<file path="config.mk">
export PLATFORM = sky130hd
export DESIGN_NAME = ni_inject_arbiter
export DESIGN_NICKNAME = d
export VERILOG_FILES = /design/src/rtl/ni_inject_arbiter.sv
export SDC_FILE = /design/constraint.sdc
export NUM_CORES = 1
export LEC_CHECK = 0
export ABC_AREA = 1
export CORE_UTILIZATION = 37
export DETAILED_ROUTE_END_ITERATION = 8
export PLACE_DENSITY = 0.81
export SYNTH_ARGS = -nofsm -noshare
export SYNTH_HDL_FRONTEND = slang
export SYNTH_SLANG_ARGS = --single-unit
</file>
<file path="constraint.sdc">
create_clock -name clk -period 4.17 [get_ports clk]
set_input_delay 1.251 -clock clk [delete_from_list [all_inputs] [get_ports clk]]
set_output_delay 1.251 -clock clk [all_outputs]
set_load 0.005 [all_outputs]
</file>
<file path="src/rtl/ni_inject_arbiter.sv">
// Round-robin injection arbiter: NUM_REQ NIs share one router port with bursts of up to BURST_LEN flits.
// Define NI_ARB_STATS_EN to build the saturating per-requester accepted-flit counters on grant_count.
module ni_inject_arbiter #(
  parameter int NUM_REQ   = 4,
  parameter int DATA_W    = 16,
  parameter int BURST_LEN = 4
) (
  input  logic                      clk,
  input  logic                      reset,
  input  logic [NUM_REQ*DATA_W-1:0] req_data,
  input  logic [NUM_REQ-1:0]        req_valid,
  output logic [NUM_REQ-1:0]        req_ready,
  output logic [DATA_W-1:0]         router_data_out,
  output logic                      router_valid_out,
  input  logic                      router_ready_in,
  output logic [2:0]                grant_id,
  output logic [NUM_REQ*16-1:0]     grant_count
);

  typedef enum logic {IDLE, LOCKED} state_e;
  localparam logic [4:0] BURST_LIM = 5'(BURST_LEN);

  state_e            state_q, state_d;
  logic [2:0]        ptr_q, ptr_d;
  logic [2:0]        grant_q, grant_d;
  logic [3:0]        burst_q, burst_d;
  logic              vld_q, vld_d;
  logic [DATA_W-1:0] data_q, data_d;

  logic              load_en;
  logic              sel_found;
  logic              xfer;
  logic [2:0]        sel_idx;
  logic [3:0]        cand;
  logic [DATA_W-1:0] sel_data;

  function automatic logic [2:0] wrap_inc(input logic [2:0] idx);
    return (32'(idx) == NUM_REQ - 1) ? 3'd0 : idx + 3'd1;
  endfunction

  // Selection and handshake: the output register frees up when empty or being drained this cycle.
  always_comb begin
    load_en   = !vld_q || router_ready_in;
    sel_found = 1'b0;
    sel_idx   = grant_q;
    cand      = '0;
    if (state_q == LOCKED) begin
      for (int i = 0; i < NUM_REQ; i++)
        if (grant_q == 3'(i) && req_valid[i]) sel_found = 1'b1;
    end else begin
      for (int k = 0; k < NUM_REQ; k++) begin
        cand = {1'b0, ptr_q} + 4'(k);
        if (cand >= 4'(NUM_REQ)) cand = cand - 4'(NUM_REQ);
        for (int i = 0; i < NUM_REQ; i++) begin
          if (!sel_found && cand == 4'(i) && req_valid[i]) begin
            sel_found = 1'b1;
            sel_idx   = 3'(i);
          end
        end
      end
    end
    sel_data  = '0;
    req_ready = '0;
    for (int i = 0; i < NUM_REQ; i++) begin
      if (sel_idx == 3'(i)) sel_data = req_data[i*DATA_W +: DATA_W];
      if (load_en && sel_found && sel_idx == 3'(i)) req_ready[i] = 1'b1;
    end
    xfer = load_en && sel_found;
  end

  always_comb begin
    state_d = state_q;
    ptr_d   = ptr_q;
    grant_d = grant_q;
    burst_d = burst_q;
    vld_d   = vld_q;
    data_d  = data_q;
    if (load_en) begin
      vld_d = xfer;
      if (xfer) data_d = sel_data;
    end
    case (state_q)
      IDLE: begin
        if (xfer) begin
          grant_d = sel_idx;
          burst_d = 4'd1;
          if (BURST_LEN > 1) state_d = LOCKED;
          else               ptr_d   = wrap_inc(sel_idx);
        end
      end
      LOCKED: begin
        // A stalled router keeps the burst alive; only a free slot can end it.
        if (load_en) begin
          if (xfer && ({1'b0, burst_q} + 5'd1 < BURST_LIM)) begin
            burst_d = burst_q + 4'd1;
          end else begin
            if (xfer) burst_d = burst_q + 4'd1;
            ptr_d   = wrap_inc(grant_q);
            state_d = IDLE;
          end
        end
      end
      default: state_d = IDLE;
    endcase
  end

  always_ff @(posedge clk or negedge reset) begin
    if (!reset) begin
      state_q <= IDLE;
      ptr_q   <= '0;
      grant_q <= '0;
      burst_q <= '0;
      vld_q   <= 1'b0;
      data_q  <= '0;
    end else begin
      state_q <= state_d;
      ptr_q   <= ptr_d;
      grant_q <= grant_d;
      burst_q <= burst_d;
      vld_q   <= vld_d;
      data_q  <= data_d;
    end
  end

  assign router_data_out  = data_q;
  assign router_valid_out = vld_q;
  assign grant_id         = grant_q;

`ifdef NI_ARB_STATS_EN
  logic [15:0] cnt_q [NUM_REQ];
  logic [15:0] cnt_d [NUM_REQ];

  always_comb begin
    grant_count = '0;
    for (int i = 0; i < NUM_REQ; i++) begin
      cnt_d[i] = cnt_q[i];
      if (xfer && sel_idx == 3'(i) && cnt_q[i] != 16'hFFFF) cnt_d[i] = cnt_q[i] + 16'd1;
      grant_count[i*16 +: 16] = cnt_q[i];
    end
  end

  always_ff @(posedge clk or negedge reset) begin
    if (!reset) begin
      for (int i = 0; i < NUM_REQ; i++) cnt_q[i] <= '0;
    end else begin
      for (int i = 0; i < NUM_REQ; i++) cnt_q[i] <= cnt_d[i];
    end
  end
`else
  assign grant_count = '0;
`endif

endmodule
</file>
Word level (Yosys, flattened, before mapping)

Cells that the tools add are included.

$add $sub $neg: 10
Multiplexer cells: 82
$lt $le $gt $ge: 5
Reductions and logical operators: 68
Bitwise logic cells: 1
Equal/unequal tests: 22

Operator list:

| kind                | count |
|---|---|
| $mux 16             | 4 |
| $mux 3              | 21 |
| $mux 4              | 12 |
| $mux 1              | 43 |
| $logic_and 1x1->1   | 41 |
| $eq 4x2->1 const B  | 8 |
| $eq 4x1->1 const B  | 4 |
| $logic_not 1->1     | 16 |
| $logic_not 4->1     | 4 |
| $eq 3x2->1 const B  | 4 |
| $ge 4x3->1 const B  | 3 |
| $sub 4x3->4 const B | 3 |
| $add 3x2->4 const B | 2 |
| $pmux 4 s2          | 1 |
| $eq 3x1->1 const B  | 2 |
| $logic_not 3->1     | 2 |
| $reduce_and 3->1    | 2 |
| $add 4x1->5 const B | 1 |
| $lt 5x3->1 const B  | 1 |
| $add 3x1->4 const B | 1 |
| $add 4x1->4 const B | 1 |
| $ne 2x2->1 const B  | 2 |
| $reduce_and 2->1    | 2 |
| $sub 3x3->4 const B | 1 |
| 7 further kinds     | 7 |

Bits of input ports: 71
Output and inout port bits: 88
Register bits: 28

Depth between registers and ports, before layout

Gate-level depths: netlist of the first run.

Depth after elaboration: 87
Gate-level depth with buffers: 31

Worst setup path after synthesis of the first run

OpenSTA, ideal clock, no wires.

Path type: input to output
Start point: input port req_valid[1]
End point: output port req_ready[1]
Path buffers: 1
Cell stages on the path: 14
Arrival: 2962 ps
Path slack: -43 ps
Cell sequence: nand3_1 nand3_2 nor2_2 nand4_1 nor2_2 nand4_2 nor2_2 nand3_1 nand3_1 nand2_1 nor2_2 nor2_8 clkbuf_1 nor3_1

Word-level cells in the longest chain between the ends: 76
Elaborated cells between the ends (all ways): 97

Ends and longest elaborated chain:

| what                                            | RTL line | source |
|---|---|---|
| from (decl)                                     | 11       | `input logic [NUM_REQ-1:0] req_valid,` |
| $logic_and 1x1->1                               | 55       | `if (!sel_found && cand == 4'(i) && req_valid[i]) begin` |
| $mux 1                                          | 55       |  |
| $mux 1                                          | 47       | `if (state_q == LOCKED) begin` |
| $logic_not 1->1                                 | 55       |  |
| $logic_and 1x1->1 (2 in a row)                  | 55       |  |
| $mux 1                                          | 55       |  |
| $mux 1                                          | 47       |  |
| $logic_not 1->1                                 | 55       |  |
| [... 58 more ...]                               | n/a      |  |
| $mux 1                                          | 47       |  |
| $logic_not 1->1                                 | 55       |  |
| $logic_and 1x1->1 (2 in a row)                  | 55       |  |
| $mux 3 or $mux 1 (tied branches)                | 55       |  |
| $mux 3 or $mux 1 (tied branches)                | 47       |  |
| $eq 3x1->1 or $logic_and 1x1->1 (tied branches) | 66       | `if (load_en && sel_found && sel_idx == 3'(i)) req_ready[i] = 1'b1;` |
| $logic_and 1x1->1 (*)                           | 66       |  |
| $mux 1 (*)                                      | 66       |  |
| to (decl)                                       | 12       | `output logic [NUM_REQ-1:0] req_ready,` |

Mark *: on every way between the ends. The rest lies on a longest branch, timed or not. The select of a mux whose other input is x is not followed.

Worst setup path after layout of the first run

Start point: input port req_valid[2]
End point: output port req_ready[0]

Word-level cells in the longest chain between the ends: 71
Elaborated cells between the ends (all ways): 90

Ends and longest elaborated chain:

| what                                                 | RTL line |
|---|---|
| $logic_and 1x1->1                                    | 55 |
| $mux 1                                               | 55 |
| $mux 1                                               | 47 |
| $logic_not 1->1                                      | 55 |
| $logic_and 1x1->1 (2 in a row)                       | 55 |
| $mux 1                                               | 55 |
| $mux 1                                               | 47 |
| $logic_not 1->1                                      | 55 |
| [... 53 more ...]                                    | n/a |
| $mux 1                                               | 47 |
| $logic_not 1->1                                      | 55 |
| $logic_and 1x1->1 (2 in a row)                       | 55 |
| $mux 3 or $mux 1 (tied branches)                     | 55 |
| $mux 3 or $mux 1 (tied branches)                     | 47 |
| $logic_not 3->1 or $logic_and 1x1->1 (tied branches) | 66 |
| $logic_and 1x1->1 (*)                                | 66 |
| $mux 1 (*)                                           | 66 |

Marked as above.

==> results of run 1 <==
-- critical path, cell delays in order --
cell and delay (ps):
buf_8 100, buf_4 140, nand2_1 80, nand4_1 140, nor2_2 210, buf_4 150, nand3_1 90, nand3_1 110
nand3_1 90, nand3_2 100, nand2_4 60, buf_4 140, o21bai_4 150, nand2_1 70, nor2_1 100, buf_2 140
-- cells in the final DEF (no fill, tap or decap), types with 4 or more instances in the layout --
cell type        count
buf_2                4
buf_4               48
clkdlybuf4s50_1     86
conb_1              64
dfrtp_1             28
ha_1                 9
inv_1               45
inv_2                6
nand2_1            137
nand2_2              8
nand3_1             34
nand3_2              5
nand3_4              5
nand4_1              8
nor2_1              46
nor2_2               7
nor2_4               6
o21ai_0             21
-- cells by family after synthesis --
family	Yosys count	synth area share, %
buf+inv	128	24.83
other cells	1	0.1241
flops	28	23.18
compound gates	33	6.663
fa+ha+maj	9	3.725
xor+xnor	2	0.5796
simple gates	272	40.89
-- sequential cells by signal, summed over array words and instances (netlist names) --
| register | count |
|---|---|
| burst_q | 4 |
| grant_id | 3 |
| ptr_q | 3 |
| router_data_out | 16 |
| router_valid_out | 1 |
| state_q | 1 |
-- timing repair --
item | CTS | global route
resized for setup | 51 | 18
buffers inserted | 7 | 3
pin swaps | 22 | 26
cloned | 0 | 0
endpoints found under the setup margin | 4 | 4
-- area by class of cell --
cell class | count | share of cell area, %
Tap cell | 102 | 2.920
Clock buffer | 3 | 0.9447
Clock inverter | 1 | 0.6871
Timing Repair Buffer | 143 | 29.95
Multi-Input combinational cell | 380 | 45.00
Inverter | 52 | 4.466
Sequential cell | 28 | 16.03
-- through the flow --
stage | util, % | total power [W] | instance area [sq um] | setup TNS, ps | setup slack (ps)
4_1_cts | 54.90 | 0.003180 | 4287 | -455.8 | -187.8
6_report | 55.98 | 0.003246 | 4370 | -536.7 | -203.6
3_5_place_dp | 52.64 | 0.002845 | 4110 | -3848 | -1072
5_1_grt | 55.98 | 0.003600 | 4370 | -1220 | -356.3
3_3_place_gp | 52.64 | 0.002784 | 4110 | -3562 | -956.8
2_1_floorplan | - | 0.002088 | 3298 | -4.599 | -4.599
-- layer usage --
| metal | wire length [microns] | up-vias |
|---|---|---|
| met5 | 0 | - |
| met1 | 3096 | 1439 |
| li1 | - | 1614 |
| met3 | 504 | 12 |
| met2 | 4290 | 125 |
| met4 | 177 | 0 |
-- cells in the mapped netlist (4+ instances only) --
| library cell | n |
|---|---|
| nand3_1 | 39 |
| nor3_1 | 5 |
| nor2_2 | 8 |
| ha_1 | 9 |
| nor2_1 | 49 |
| buf_4 | 66 |
| o21ai_0 | 21 |
| nand2_1 | 146 |
| inv_2 | 4 |
| nand4_1 | 8 |
| inv_1 | 47 |
| dfrtp_1 | 28 |
| buf_2 | 6 |
-- power breakdown --
group,internal [W],switching [W],leakage (nW)
combinational,0.00110,0.00145,1.91
clock,0.000129,0.0000868,0.0357
sequential,0.000397,0.0000910,0.352
-- how the worst max path moves through the flow --
stage | startpoint | endpoint | cells past startpoint
finish | req_valid[2] | req_ready[0] | 16
global route | req_valid[0] | req_ready[0] | 17
CTS | req_valid[1] | req_ready[0] | 15
detailed placement | req_valid[1] | req_ready[0] | 15
global placement | req_valid[1] | req_ready[0] | 15
floorplan | req_valid[1] | req_ready[0] | 14
==> key figures, run 1 <==
Layout
  – Area added between synthesis and finish: 44.58%
  – Fillers: 764
  – Layout cells sized above 1: 18.29%
  – Fin cells: 709
  – # diodes: 0
  – Final layout net count: 688
  – FF/Latch Area: 700.7 sq um
  – Area occupied by multi-input gates: 1967 sq um

Timing
  – Slew Viols, Final: 0
  – Count of final hold-check violations: 0
  – RSZ-0062 raised after global routing: true
  – Max Fclk: 228.6 MHz
  – Worst hold slack: 530.9 ps
  – Setup WS post-layout: -203.6 ps
  – Final min period: 4374 ps
  – Fin crit share: 104.9%
  – Worst Skew: 9.680 ps
  – Final setup viols: 4

GRT
  – GR Util met2: 37.16%
  – Initial antenna violation count: 0
  – Met3 usage: 3.448%
  – First-pass GRT wire length: 13.65 mm
  – GRT Overall Usage: 19.70%
  – Met1 Resource Use GR: 22.03%
  – GRT Max-Usage Layer: met2
  – Vias in the first global route: 3,101
  – Grt total ovfl: 0
  – Largest net degree at the start of global routing: 29

Clocking
  – H-tree Lvls: 1
  – CTS Buf Count: 3
  – CTS root buf: clkbuf_8
  – Hold buffers post-CTS: 0
  – CTS tree: done
  – # clock sinks: 28
  – Clk Latency, worst-skew pair: 280 ps
  – Reg clk slew, reported paths: 100 ps
  – Clock tree buffer depth: 2

Yosys
  – Area leader, netlist: dfrtp_1
  – Synthesized area: 3023 sq um
  – Synth Flop Type: dfrtp_1
  – Sequential fraction of the synthesis area: 23.18%
  – Async S/R FF share, synth: 100.0%
  – Syn avg cell area: 6.391 sq um
  – Area contributors post-synth: dfrtp_1 (23%), nand2_1 (18%), buf_4 (16%)
  – Post-synth EDFFs: 0
  – Yosys warnings: 0
  – Top cell type's share of synthesized area: 23.18%
  – Synth Instances: 473
  – Cell variety after synth: 36
  – Yosys reg bits: 28

Place
  – Placer congestion estimate: 0.8858
  – Dpl cells: 697
  – Post-DP HPWL: 6.365 mm
  – Port Buffers: 94

Routing
  – Drt pass-1 iters: 5
  – WL per Instance: 11.38 microns
  – Starting DRT DRC Count: 152
  – Antenna viol nets, final: 0
  – Residual DRC: 0
  – Final wirelength: 8.068 mm
  – Via count: 3,190
  – Vias per inst: 4.499

Hold path
  – Hold crit path type: register to register
  – WHS Endpoint: burst_q[1]
  – Hold path depth: 2
  – Min-Delay Startpoint: burst_q[1]

Critical path
  – Critical path arrival: 3120 ps
  – Setup slack, reg-to-reg: 760 ps
  – Crit-path max FO: 4
  – Worst setup EP type: output port
  – Register-to-Register Path Depth: 25
  – Reg2reg start: ptr_q[1]
  – Worst reg2reg endpoint: router_data_out[11]
  – WS Path Type: input pin to output port
  – Required @ worst endpoint: 2920 ps
  – Critical Path Start Type: input pin

Floorplanning
  – Core area: 7807 sq um
  – Top-level port count: 159
  – Row count: 32
  – Starting Density: 38.72%
  – Die area: 8536 sq um
  – Overall die height: 92.39 microns
  – Die width: 92.39 microns

Run
  – Maxcap violations: 0

Run status
  – Failing checks: setup timing
  – Run status: finished, violations left

Pwr
  – Lkg Pwr: 2.294 nW
  – PwrDens: 742.7 nW/um^2
  – VDD IR max: 0.4193 mV
No activity file was read; power rests on OpenSTA's default activity.
==> inputs of run 2 (changes only) <==
--- a/config.mk
+++ b/config.mk
@@ -6,9 +6,9 @@
 export NUM_CORES = 1
 export LEC_CHECK = 0
 export ABC_AREA = 1
-export CORE_UTILIZATION = 37
+export CORE_UTILIZATION = 40
 export DETAILED_ROUTE_END_ITERATION = 8
-export PLACE_DENSITY = 0.81
+export PLACE_DENSITY = 0.83
 export SYNTH_ARGS = -nofsm -noshare
 export SYNTH_HDL_FRONTEND = slang
 export SYNTH_SLANG_ARGS = --single-unit
==> constraint.sdc (replaced) <==
create_clock -name clk -period 4.1 [get_ports clk]
set_input_delay 1.23 -clock clk [delete_from_list [all_inputs] [get_ports clk]]
set_output_delay 1.23 -clock clk [all_outputs]
set_load 0.005 [all_outputs]
==> key figures, run 2 (synthesis results as in run 1) <==
Run status
  – Run status: finished, violations left
  – Failing checks: setup timing

Place
  – Placement-stage cell area: 4184 sq um
  – Post-DP HPWL: 6.464 mm
  – Placer congestion estimate: 0.8618
  – Port Buffers: 94

Timing
  – Worst Skew: 8.277 ps
  – Max Fclk: 234.7 MHz
  – Final min period: 4261 ps
  – Setup TNS: -563.3 ps
  – Worst hold slack: 541.5 ps
  – Slew Viols, Final: 0
  – Setup WS post-layout: -160.7 ps
  – RSZ-0062 raised after global routing: true
  – Fin crit share: 103.9%
  – Count of final hold-check violations: 0
  – Final setup viols: 4

Routing
  – Antenna viol nets, final: 0
  – WL per Instance: 11.64 microns
  – Drt pass-1 iters: 4
  – Final wirelength: 8.290 mm
  – Starting DRT DRC Count: 100
  – Via count: 3,261
  – Residual DRC: 0
  – Vias per inst: 4.580

Critical path
  – Critical path arrival: 3030 ps
  – Crit-path max FO: 4
  – Slowest stage cell, crit path: nor2_2
  – Critical path's top delay family: simple AND/OR/NAND/NOR gates
  – CP bufs+invs: 5
  – Slowest stage delay, CP: 200 ps
  – Required @ worst endpoint: 2870 ps
  – Critical Path Start Type: input pin
  – Cell mode on critical path: nand3_1
  – Worst setup EP type: output port
  – Setup slack, reg-to-reg: 800 ps
  – Critical path, cell by cell: buf_8 -> inv_1 -> nor2_1 -> nand3_1 -> nand4_1 -> nor2_2 -> buf_4 -> nand3_1 -> nand3_1 -> nand3_1 -> nand3_2 -> nand2_2 -> buf_6 -> o21bai_4 -> nand2_1 -> nor2_1 -> buf_2
  – WS Path Type: input pin to output port

Pwr
  – VDD IR max: 0.4275 mV
  – PwrDens: 766.3 nW/um^2
  – Lkg Pwr: 2.324 nW
  – Total power: 0.003380 W

Clocking
  – # clock sinks: 28
  – Hold buffers post-CTS: 0
  – CTS tree: done
  – CTS Buf Count: 3
  – CTS root buf: clkbuf_8
  – H-tree Lvls: 1
  – Clock tree buffer depth: 2
  – Clk Latency, worst-skew pair: 280 ps
  – Reg clk slew, reported paths: 100 ps

GRT
  – Initial antenna violation count: 0
  – Grt total ovfl: 0
  – Vias in the first global route: 3,108
  – GRT Overall Usage: 21.58%
  – First-pass GRT wire length: 13.48 mm
  – Largest net degree at the start of global routing: 29

Layout
  – # diodes: 0
  – Final Instance Area: 4410 sq um
  – Most frequent cells in the layout: nand2_1 (137), clkdlybuf4s50_1 (86), conb_1 (64)
  – Fin util: 60.48%
  – Layout cells sized above 1: 18.92%
  – Final layout net count: 694
  – Max FFs per register: 16
  – Area added between synthesis and finish: 45.90%
  – Commonest non-fill, non-tap cell in the layout: nand2_1

Floorplanning
  – Starting Density: 41.46%
  – Row count: 31
  – Overall die height: 88.93 microns
  – Top-level port count: 159
  – Die width: 88.93 microns
  – Core area: 7292 sq um
  – Die area: 7909 sq um

Run
  – Maxcap violations: 0

Hold path
  – Hold crit path type: register to register
[run 2: changes by cell type in the layout (fill, tap and decap cells not counted)]
cell       previous run  this run
nor2_2                7         6
buf_12                0         1
inv_1                45        46
buf_2                 4         5
buf_6                 2         4
clkbuf_8              3         4
inv_2                 6         5
bufinv_16             1         0
nor2_4                6         7
buf_4                48        51
buf_8                 3         2
[run 2: worst paths after layout]
| kind | start | end | cells past startpoint |
|---|---|---|---|
| max | req_valid[0] | req_ready[0] | 17 |
| min | burst_q[1] | burst_q[1] | 2 |
| max reg2reg | ptr_q[0] | router_data_out[3] | 23 |
| min reg2reg | burst_q[1] | burst_q[1] | 2 |
| max in group asynchronous | reset | ptr_q[0] | 2 |
| min in group asynchronous | reset | router_data_out[6] | 2 |
[run 2: worst register-to-register path: stages (launching register included)]
cell and delay (ps):
dfrtp_1 400, buf_6 140, nor2_4 150, inv_2 60, nor2_4 90, nor2_2 50, ha_1 200, nand2_1 100
nand2_1 70, nand3b_1 90, and2_4 170, inv_2 40, nand3_2 100, inv_2 70, nor3_4 190, nand3b_1 160
nand2_2 150, buf_6 110, o21bai_4 60, buf_4 160, o21bai_4 390, nor2_1 110, nand2_1 90, nand2_1 50
[run 2: what timing repair did]
action,in CTS,in global routing
resized for setup,62,7
endpoints found under the hold margin,0,0
endpoints found under the setup margin,4,4
gates cloned,0,0
pin swaps,24,8
setup buffers,6,2
[run 2: metal layers]
| metal | GRT usage [%] | routed length [microns] | up-vias | part of all wire, % |
|---|---|---|---|---|
| met5 | 0 | 0 | - | 0 |
| met1 | 24.10 | 3193 | 1478 | 39 |
| li1 | - | - | 1627 | - |
| met3 | 3.693 | 535 | 21 | 6.5 |
| met2 | 41.05 | 4319 | 135 | 52 |
| met4 | 7.792 | 241 | 0 | 2.9 |
[run 2: area by class of cell]
| type | count | area [sq um] |
|---|---|---|
| clock buffer | 4 | 55.05 |
| fill | 668 | 2882 |
| inverter | 52 | 195.2 |
| multi-input combinational | 380 | 1972 |
| sequential | 28 | 700.7 |
| tap | 99 | 123.9 |
| timing repair buffer | 149 | 1364 |
[run 2: metrics by stage]
stage / worst slack (ps) / std cells
final: -160.7 / 712
after global routing: -359.2 / 712
after CTS: -124.8 / 710
after detailed placement: -1040 / 700
after global placement: -945.3 / 700
after floorplan: -4.277 / 536
[run 2: where the power goes]
group	internal [W]	switching (W)
registers	0.000404	0.0000887
logic	0.00119	0.00152
clock network	0.0000861	0.0000890
